==> src/rtl/trigger_csr_ctrl.sv <==
// Purpose : owns tselect/tdata1-3/tinfo for two mcontrol triggers, latches hits, sequences debug halt.
// Latency : CSR ack/rdata/err one cycle after csr_req is sampled; hit -> halt_req one cycle.
// Backpres: csr_req is held by the requester until csr_ack; requests during the ack cycle are ignored.
//
// Ports:
//   cpu_clk, cpu_rst           clock, synchronous active-high reset
//   csr_req/we/addr/wdata      CSR access request from the core
//   csr_ack/rdata/err          one-cycle completion, read data, rejection flag
//   dbg_mode, trig_hit         core debug state, per-trigger comparator match
//   halt_ack                   debug module accepted the halt
//   tdataN_tM                  register contents driven to the comparator
//   halt_req, halt_timeout     halt request level, one-cycle timeout pulse
module trigger_csr_ctrl #(
    parameter int DATA_WIDTH  = 32,
    parameter int ACK_TIMEOUT = 255
) (
    input  logic                  cpu_clk,
    input  logic                  cpu_rst,
    input  logic                  csr_req,
    input  logic                  csr_we,
    input  logic [11:0]           csr_addr,
    input  logic [DATA_WIDTH-1:0] csr_wdata,
    output logic                  csr_ack,
    output logic [DATA_WIDTH-1:0] csr_rdata,
    output logic                  csr_err,
    input  logic                  dbg_mode,
    input  logic [1:0]            trig_hit,
    input  logic                  halt_ack,
    output logic [DATA_WIDTH-1:0] tdata1_t0,
    output logic [DATA_WIDTH-1:0] tdata1_t1,
    output logic [DATA_WIDTH-1:0] tdata2_t0,
    output logic [DATA_WIDTH-1:0] tdata2_t1,
    output logic [DATA_WIDTH-1:0] tdata3_t0,
    output logic [DATA_WIDTH-1:0] tdata3_t1,
    output logic                  halt_req,
    output logic                  halt_timeout
);

    localparam logic [11:0] ADDR_TSELECT = 12'h7A0;
    localparam logic [11:0] ADDR_TDATA1  = 12'h7A1;
    localparam logic [11:0] ADDR_TDATA2  = 12'h7A2;
    localparam logic [11:0] ADDR_TDATA3  = 12'h7A3;
    localparam logic [11:0] ADDR_TINFO   = 12'h7A4;

    localparam logic [31:0] TDATA1_RST = 32'h2000_0000;
    localparam logic [31:0] TINFO_VAL  = 32'h0000_0004;
    localparam logic [8:0]  TIMEOUT    = 9'(ACK_TIMEOUT);

    typedef enum logic [1:0] {
        IDLE      = 2'd0,
        HALT_REQ  = 2'd1,
        WAIT_EXIT = 2'd2
    } state_t;

    // ---------------------------------------------------------------
    // CSR state
    // ---------------------------------------------------------------
    logic             tselect_q, tselect_d;
    logic [1:0][31:0] tdata1_q, tdata1_d;
    logic [1:0][31:0] tdata2_q, tdata2_d;
    logic [1:0][31:0] tdata3_q, tdata3_d;
    logic             csr_ack_q, csr_ack_d;
    logic [31:0]      csr_rdata_q, csr_rdata_d;
    logic             csr_err_q, csr_err_d;

    logic        csr_acc;
    logic [31:0] sel_tdata1;
    logic [31:0] sel_tdata2;
    logic [31:0] sel_tdata3;
    logic        sel_locked;
    logic [3:0]  wr_type;
    logic [31:0] tdata1_wr;

    // The ack cycle blocks a new acceptance, giving the 2-cycle access spacing.
    assign csr_acc    = csr_req && !csr_ack_q;
    assign sel_tdata1 = tdata1_q[tselect_q];
    assign sel_tdata2 = tdata2_q[tselect_q];
    assign sel_tdata3 = tdata3_q[tselect_q];
    // A dmode trigger may only be modified from debug mode.
    assign sel_locked = sel_tdata1[27] && !dbg_mode;

    // WARL type field: only "none" (0) and mcontrol (2) are legal.
    assign wr_type = ((csr_wdata[31:28] == 4'd0) || (csr_wdata[31:28] == 4'd2)) ?
                     csr_wdata[31:28] : 4'd0;

    // hit is clear-only from software: writing 1 keeps the current value.
    assign tdata1_wr = {wr_type,
                        csr_wdata[27] & dbg_mode,
                        csr_wdata[26:21],
                        csr_wdata[20] & sel_tdata1[20],
                        csr_wdata[19:0]};

    always_comb begin
        tselect_d   = tselect_q;
        tdata1_d    = tdata1_q;
        tdata2_d    = tdata2_q;
        tdata3_d    = tdata3_q;
        csr_ack_d   = csr_acc;
        csr_rdata_d = 32'h0;
        csr_err_d   = 1'b0;

        if (csr_acc) begin
            case (csr_addr)
                ADDR_TSELECT: begin
                    if (csr_we) begin
                        // Out-of-range selects are silently ignored.
                        if (csr_wdata[31:1] == 31'h0) begin
                            tselect_d = csr_wdata[0];
                        end
                    end else begin
                        csr_rdata_d = {31'h0, tselect_q};
                    end
                end
                ADDR_TDATA1: begin
                    if (!csr_we)         csr_rdata_d = sel_tdata1;
                    else if (sel_locked) csr_err_d   = 1'b1;
                    else                 tdata1_d[tselect_q] = tdata1_wr;
                end
                ADDR_TDATA2: begin
                    if (!csr_we)         csr_rdata_d = sel_tdata2;
                    else if (sel_locked) csr_err_d   = 1'b1;
                    else                 tdata2_d[tselect_q] = csr_wdata;
                end
                ADDR_TDATA3: begin
                    if (!csr_we)         csr_rdata_d = sel_tdata3;
                    else if (sel_locked) csr_err_d   = 1'b1;
                    else                 tdata3_d[tselect_q] = csr_wdata;
                end
                ADDR_TINFO: begin
                    if (csr_we) csr_err_d   = 1'b1;
                    else        csr_rdata_d = TINFO_VAL;
                end
                default: csr_err_d = 1'b1;
            endcase
        end

        // Hardware hit set is applied last so it overrides a same-cycle software clear;
        // read data above was already taken from the pre-set state.
        for (int i = 0; i < 2; i++) begin
            if (trig_hit[i] && !dbg_mode) begin
                tdata1_d[i][20] = 1'b1;
            end
        end
    end

    always_ff @(posedge cpu_clk) begin
        if (cpu_rst) begin
            tselect_q   <= 1'b0;
            tdata1_q    <= {TDATA1_RST, TDATA1_RST};
            tdata2_q    <= '0;
            tdata3_q    <= '0;
            csr_ack_q   <= 1'b0;
            csr_rdata_q <= 32'h0;
            csr_err_q   <= 1'b0;
        end else begin
            tselect_q   <= tselect_d;
            tdata1_q    <= tdata1_d;
            tdata2_q    <= tdata2_d;
            tdata3_q    <= tdata3_d;
            csr_ack_q   <= csr_ack_d;
            csr_rdata_q <= csr_rdata_d;
            csr_err_q   <= csr_err_d;
        end
    end

    // ---------------------------------------------------------------
    // Halt sequencing FSM
    // ---------------------------------------------------------------
    state_t      state_q;
    logic [7:0]  cnt_q;
    logic        halt_req_q;
    logic        halt_timeout_q;

    always_ff @(posedge cpu_clk) begin
        if (cpu_rst) begin
            state_q        <= IDLE;
            cnt_q          <= 8'h0;
            halt_req_q     <= 1'b0;
            halt_timeout_q <= 1'b0;
        end else begin
            halt_timeout_q <= 1'b0;
            case (state_q)
                IDLE: begin
                    if ((|trig_hit) && !dbg_mode) begin
                        state_q    <= HALT_REQ;
                        halt_req_q <= 1'b1;
                        cnt_q      <= 8'h0;
                    end
                end
                HALT_REQ: begin
                    if (halt_ack) begin
                        state_q    <= WAIT_EXIT;
                        halt_req_q <= 1'b0;
                    // cnt_q counts completed request cycles minus one, so the
                    // request is held for exactly ACK_TIMEOUT cycles.
                    end else if (({1'b0, cnt_q} + 9'd1) == TIMEOUT) begin
                        state_q        <= IDLE;
                        halt_req_q     <= 1'b0;
                        halt_timeout_q <= 1'b1;
                    end else begin
                        cnt_q <= cnt_q + 8'd1;
                    end
                end
                WAIT_EXIT: begin
                    if (!dbg_mode && !halt_ack) begin
                        state_q <= IDLE;
                    end
                end
                default: begin
                    state_q    <= IDLE;
                    halt_req_q <= 1'b0;
                end
            endcase
        end
    end

    assign csr_ack      = csr_ack_q;
    assign csr_rdata    = csr_rdata_q;
    assign csr_err      = csr_err_q;
    assign tdata1_t0    = tdata1_q[0];
    assign tdata1_t1    = tdata1_q[1];
    assign tdata2_t0    = tdata2_q[0];
    assign tdata2_t1    = tdata2_q[1];
    assign tdata3_t0    = tdata3_q[0];
    assign tdata3_t1    = tdata3_q[1];
    assign halt_req     = halt_req_q;
    assign halt_timeout = halt_timeout_q;

endmodule

==> config.mk <==
export PLATFORM = sky130hd
export DESIGN_NAME = trigger_csr_ctrl
export DESIGN_NICKNAME = d
export VERILOG_FILES = /design/src/rtl/trigger_csr_ctrl.sv
export SDC_FILE = /design/constraint.sdc
export NUM_CORES = 1
export LEC_CHECK = 0
export CORE_ASPECT_RATIO = 1.4
export CORE_MARGIN = 10
export CORE_UTILIZATION = 49
export DETAILED_ROUTE_END_ITERATION = 8
export PLACE_DENSITY = 0.83
export SLEW_MARGIN = 25
export SYNTH_ARGS = -nofsm -noshare
export SYNTH_HDL_FRONTEND = slang
export SYNTH_SLANG_ARGS = --single-unit
==> constraint.sdc <==
create_clock -name cpu_clk -period 2.5 [get_ports cpu_clk]
set_input_delay 0.375 -clock cpu_clk [delete_from_list [all_inputs] [get_ports cpu_clk]]
set_output_delay 0.375 -clock cpu_clk [all_outputs]
set_load 0.02 [all_outputs]
## After elaboration in Yosys (flattened, before gate mapping)

Cells that the tools add are included.

| storage, ports and cells | value |
|---|---|
| flip-flop bits (word level) | 239 |
| output and inout port bits | 228 |
| logic and storage cells | 118 |

| cells by class | value |
|---|---|
| add/subtract/negate cells | 2 |
| magnitude comparators | 2 |
| equal/unequal tests | 16 |
| multiplexer cells | 42 |
| bitwise operators | 6 |
| reduce and logical (&&, ||, !) cells | 34 |

Operators by type and width:

| operator | number |
|---|---|
| 2-to-1 mux 32 bit | 10 |
| 2-to-1 mux 53 bit | 4 |
| bitwise mux 64 bit | 3 |
| case mux 32 bit (5 select lines) | 1 |
| == test 12 x 11 -> 1 bit (second input constant) | 5 |
| demux 32 bit (select 1 bit) | 1 |
| logical NOT 31 bit | 1 |
| AND reduction 4 bit | 7 |
| 2-to-1 mux 8 bit | 3 |
| case mux 8 bit (2 select lines) | 1 |
| nonzero test 2 bit | 7 |
| 2-to-1 mux 1 bit | 10 |
| adder 8 x 1 -> 9 bit (second input constant) | 1 |
| == test 9 x 8 -> 1 bit (second input constant) | 1 |
| adder 8 x 1 -> 8 bit (second input constant) | 1 |
| 2-to-1 mux 2 bit | 4 |
| != test 2 bit (second input constant) | 4 |
| logical AND 1 bit | 7 |
| case mux 1 bit (3 select lines) | 2 |
| case mux 2 bit (3 select lines) | 1 |
| AND reduction 3 bit | 2 |
| OR reduction 3 bit | 2 |
| == test 4 x 2 -> 1 bit (second input constant) | 1 |
| logical NOT 4 bit | 1 |
| 14 further kinds | 22 |

## Longest topological paths before layout

| logic depth | value |
|---|---|
| word-level depth | 10 |
| mapped depth | 8 |

## Worst setup path after synthesis

OpenSTA, ideal clock, no wires.

| timing | value |
|---|---|
| path kind | input -> register |
| from | in csr_addr[11] |
| to | reg csr_rdata_q[10], in the netlist csr_rdata[10] |
| arrival time | 1905 ps |
| path slack | 491 ps |
| cell stages on the path | 5 |
| path buffers | 1 |
| cells stage by stage | nand4b_1 or3_1 or4_4 buf_6 a2111oi_2 |

| on the way | value |
|---|---|
| word-level cells in the longest chain between the ends | 2 |
| elaborated cells on any way between the ends | 6 |

Ends and longest elaborated chain:

| element | line | RTL |
|---|---|---|
| from (decl) | 21 | `input logic [11:0] csr_addr,` |
| == test 12 x 11 -> 1 bit | 103 | `case (csr_addr)` |
| case mux 32 bit (5 select lines) * | 103 |  |
| to (signal assigned) | 161 | `csr_rdata_q <= csr_rdata_d;` |
| to (decl) | 63 | `logic [31:0] csr_rdata_q, csr_rdata_d;` |

Mark *: on every way between the ends. The rest lies on a longest branch, timed or not.
A chain may end at the register's enable or synchronous reset.

## Worst setup path after layout

| timing | value |
|---|---|
| from | in csr_addr[3] |
| to | reg tdata3_q, in the netlist tdata3_t0[18] |

| on the way | value |
|---|---|
| word-level cells in the longest chain between the ends | 2 |

Ends and longest elaborated chain:

| element | line | RTL |
|---|---|---|
| == test 12 x 11 -> 1 bit | 103 |  |
| AND reduction 4 bit (no source line) | n/a |  |
| to (signal assigned) | 159 | `tdata3_q <= tdata3_d;` |
| to (decl) | 61 | `logic [1:0][31:0] tdata3_q, tdata3_d;` |

No other way between the ends.

==> impl_metrics.env <==
export IMPL_outcome="finished clean"
export IMPL_ctsResizeCount=0
export IMPL_tightest_slew_ns=1.08
export IMPL_vdd_ir_drop_max_mv=0.549
export IMPL_place_gp_congestion=0.907
export IMPL_critPathKind="input pin to register"
export IMPL_skew_ns=0.00953
export IMPL_dp_final_hpwl_um=28700
export IMPL_place_area_um2=13900
export IMPL_cts_setup_buffers=0
export IMPL_ant_nets=0
export IMPL_drt_iter0_markers=1231
export IMPL_diodes=0
export IMPL_via_per_inst=6.23
export IMPL_synth_top_area_share_pct=46.2
export IMPL_antenna_found_initial=0
export IMPL_gr_total_overflow=0
export IMPL_post_drt_wl_per_cell_um=22.3
export IMPL_die_w_um=143
export IMPL_crit_fanout=23
export IMPL_totalWireLength_um=41200
export IMPL_path_clk_slew_ns=0.07
export IMPL_die_height_um=192
export IMPL_syn_nets=1337
export IMPL_post_place_ws_ns=-0.116
export IMPL_via_count=11500
export IMPL_final_area_um2=14700
export IMPL_critPathArrivalTime_ns=2.62
export IMPL_final_setup_tns_ns=0
export IMPL_rsz0062_at_grt="no"
export IMPL_worst_slack_ns=0.300
export IMPL_insertion_delay_ns=0.52
export IMPL_ctsHoldBuffers=0
export IMPL_initial_core_util_pct=50.2
export IMPL_power_density_nw_per_um2=543
export IMPL_power_leakage_nw=4.74
export IMPL_slew_viol_final=0
export IMPL_cts_max_path_buffers=3
export IMPL_path_cells="clkdlybuf4s50_1 > nor4b_1 > buf_4 > o211ai_1 > buf_4 > nor4_4 > buf_12 > nand2_1 > a21oi_1"
export IMPL_numCtsBuffers=24
export IMPL_area_growth_pct=41.7
export IMPL_async_reset_ff_share_pct=0
export IMPL_endpoint_kind="register"
export IMPL_cap_violations=0
export IMPL_drc=0
export IMPL_slew_headroom_pct=28.0
export IMPL_required_ns=2.92
export IMPL_syn_cell_area_um2=10400
export IMPL_slowest_stage="clkdlybuf4s50_1"
export IMPL_grt_max_degree=205
export IMPL_synth_cell_types=55
export IMPL_fmax_mhz=455
export IMPL_cts_tree="yes"
export IMPL_port_buffers=279
export IMPL_synth_flop_cell="dfxtp_1"
export IMPL_cts_sinks=239
export IMPL_final_nets=1625
export IMPL_max_stage_delay_ns=0.47
export IMPL_grt_pass1_wl_um=63100
export IMPL_grt_total_usage_pct=28.6
export IMPL_startpoint_type="input pin"
export IMPL_final_hold_viol_count=0
export IMPL_critical_path_most_common_cell="buf_4"
export IMPL_num_rows=62
export IMPL_ys_seq_area_share_pct=46.2
export IMPL_ys_seq_elements=239
export IMPL_core_area_um2=20600
export IMPL_synth_area_leaders="dfxtp_1 (46%), nand2_1 (14%), a21oi_1 (12%), a22o_1 (5.0%), a2111oi_2 (4.1%)"
export IMPL_ios=280
export IMPL_first_global_vias=11400
export IMPL_post_route_period_util_pct=88.0
export IMPL_yosys_area_top_type="dfxtp_1"
export IMPL_firstDrtPassIters=6
export IMPL_syn_area_per_cell_um2=8.08
export IMPL_htree_levels=1
export IMPL_min_period_ns=2.20
export IMPL_drive_above_1_share_pct=11.4
export IMPL_ctsRootBufferMaster="clkbuf_16"
export IMPL_dieArea_um2=27400
export IMPL_setup_viol=0
export IMPL_syn_inst=1283
export IMPL_hp_class="input pin to register"
export IMPL_synth_edf_count=0
export IMPL_synth_warning_count=0
[critical path, delay by kind of cell]
kind	cells	cell delay [ns]
simple gates	3	0.86
compound gates	2	0.27
buf+inv	4	1.10
[metal layers]
| layer | wire length, um | up-vias | GRT usage (%) |
|---|---|---|---|
| met5 | 0 | - | 0 |
| met4 | 2810 | 0 | 18.2 |
| met3 | 3970 | 172 | 5.46 |
| met2 | 19900 | 742 | 48.1 |
| met1 | 14500 | 5447 | 32.5 |
| li1 | - | 5131 | - |
[power breakdown]
group / total (mW) / leakage, nW / switching [mW] / internal (mW)
sequential: 3.83 / 1.93 / 0.0103 / 3.81
combinational: 0.464 / 2.41 / 0.288 / 0.176
clock: 3.68 / 0.401 / 1.53 / 2.15
[registers in the layout, summed over array words and instances (netlist names), 8 cells and up]
name       flops
tdata3_t1     32
tdata3_t0     32
cnt_q          8
tdata2_t0     32
tdata1_t0     32
tdata1_t1     32
tdata2_t1     32
csr_rdata     32
[final cells by class]
cell class	count	area [um^2]
Inverter	8	32.5
Fill cell	1578	5950
Clock buffer	38	744
Tap cell	256	320
Sequential cell	239	4780
Timing Repair Buffer	371	3600
Multi-Input combinational cell	927	5150
Clock inverter	6	61.3
[worst paths after layout]
| check | start | to | slack [ns] | cells after the start |
|---|---|---|---|---|
| max reg2reg | tselect_q$_SDFFE_PP0P_ | tdata3_t0[18]$_SDFFE_PP0P_ | 0.49 | 7 |
| min reg2reg | tdata2_t0[2]$_SDFFE_PP0P_ | tdata2_t0[2]$_SDFFE_PP0P_ | 0.47 | 2 |
| min | cpu_rst | csr_ack$_SDFF_PP0_ | 0.26 | 4 |
| max | csr_addr[3] | tdata3_t0[18]$_SDFFE_PP0P_ | 0.30 | 9 |
[stage by stage]
| step | power (mW) | instances | hold WS [ns] | utilization [%] |
|---|---|---|---|---|
| CTS | 7.97 | 1845 | 0.263 | 71.2 |
| detailed placement | 4.36 | 1801 | 0.461 | 67.3 |
| floorplan | 4.09 | 1283 | 0.449 | - |
| global placement | 4.36 | 1801 | 0.454 | 67.3 |
| global route | 8.14 | 1845 | 0.295 | 71.2 |
| finish | 7.97 | 1845 | 0.264 | 71.2 |
[cell usage in the layout (no fill, tap or decap), types with 25 or more instances in the layout]
| cell | netlist | routed |
|---|---|---|
| nand2_1 | 377 | 377 |
| clkdlybuf4s50_1 | 0 | 276 |
| a21oi_1 | 252 | 252 |
| dfxtp_1 | 239 | 239 |
| buf_4 | 0 | 82 |
| a22o_1 | 59 | 59 |
| a22oi_1 | 33 | 33 |
| o21ai_0 | 33 | 33 |
| a211oi_1 | 31 | 31 |
| a2111oi_2 | 28 | 28 |
| clkbuf_16 | 0 | 25 |
[logic make-up after synthesis]
logic type	count (synthesis)	share of synthesized area, %
DFF	239	46.2
buffers and inverters	117	4.74
muxes	6	0.833
and+or+nand+nor	462	18.9
xor gates and xnor gates	2	0.169
AOI/OAI and AO/OA	455	29.0
adders and majority gates	2	0.241
[cells in the mapped netlist, types with 3 or more instances]
| library cell | number |
|---|---|
| nor2_1 | 17 |
| nand4_1 | 9 |
| inv_1 | 8 |
| a22oi_1 | 33 |
| a211oi_1 | 31 |
| o21ai_0 | 33 |
| nand2_1 | 377 |
| buf_2 | 24 |
| buf_6 | 3 |
| a22o_1 | 59 |
| nor4_1 | 7 |
| a31oi_1 | 4 |
| nor2b_1 | 4 |
| clkbuf_1 | 75 |
| buf_1 | 7 |
| and4_1 | 4 |
| a2111oi_2 | 28 |
| nand3_1 | 7 |
| nor4_2 | 4 |
| or3_1 | 3 |
| and2_1 | 7 |
| a21oi_1 | 252 |
| mux2i_1 | 3 |
| nor3_1 | 7 |
| dfxtp_1 | 239 |
Note: power is estimated with default switching activity, not from simulation.
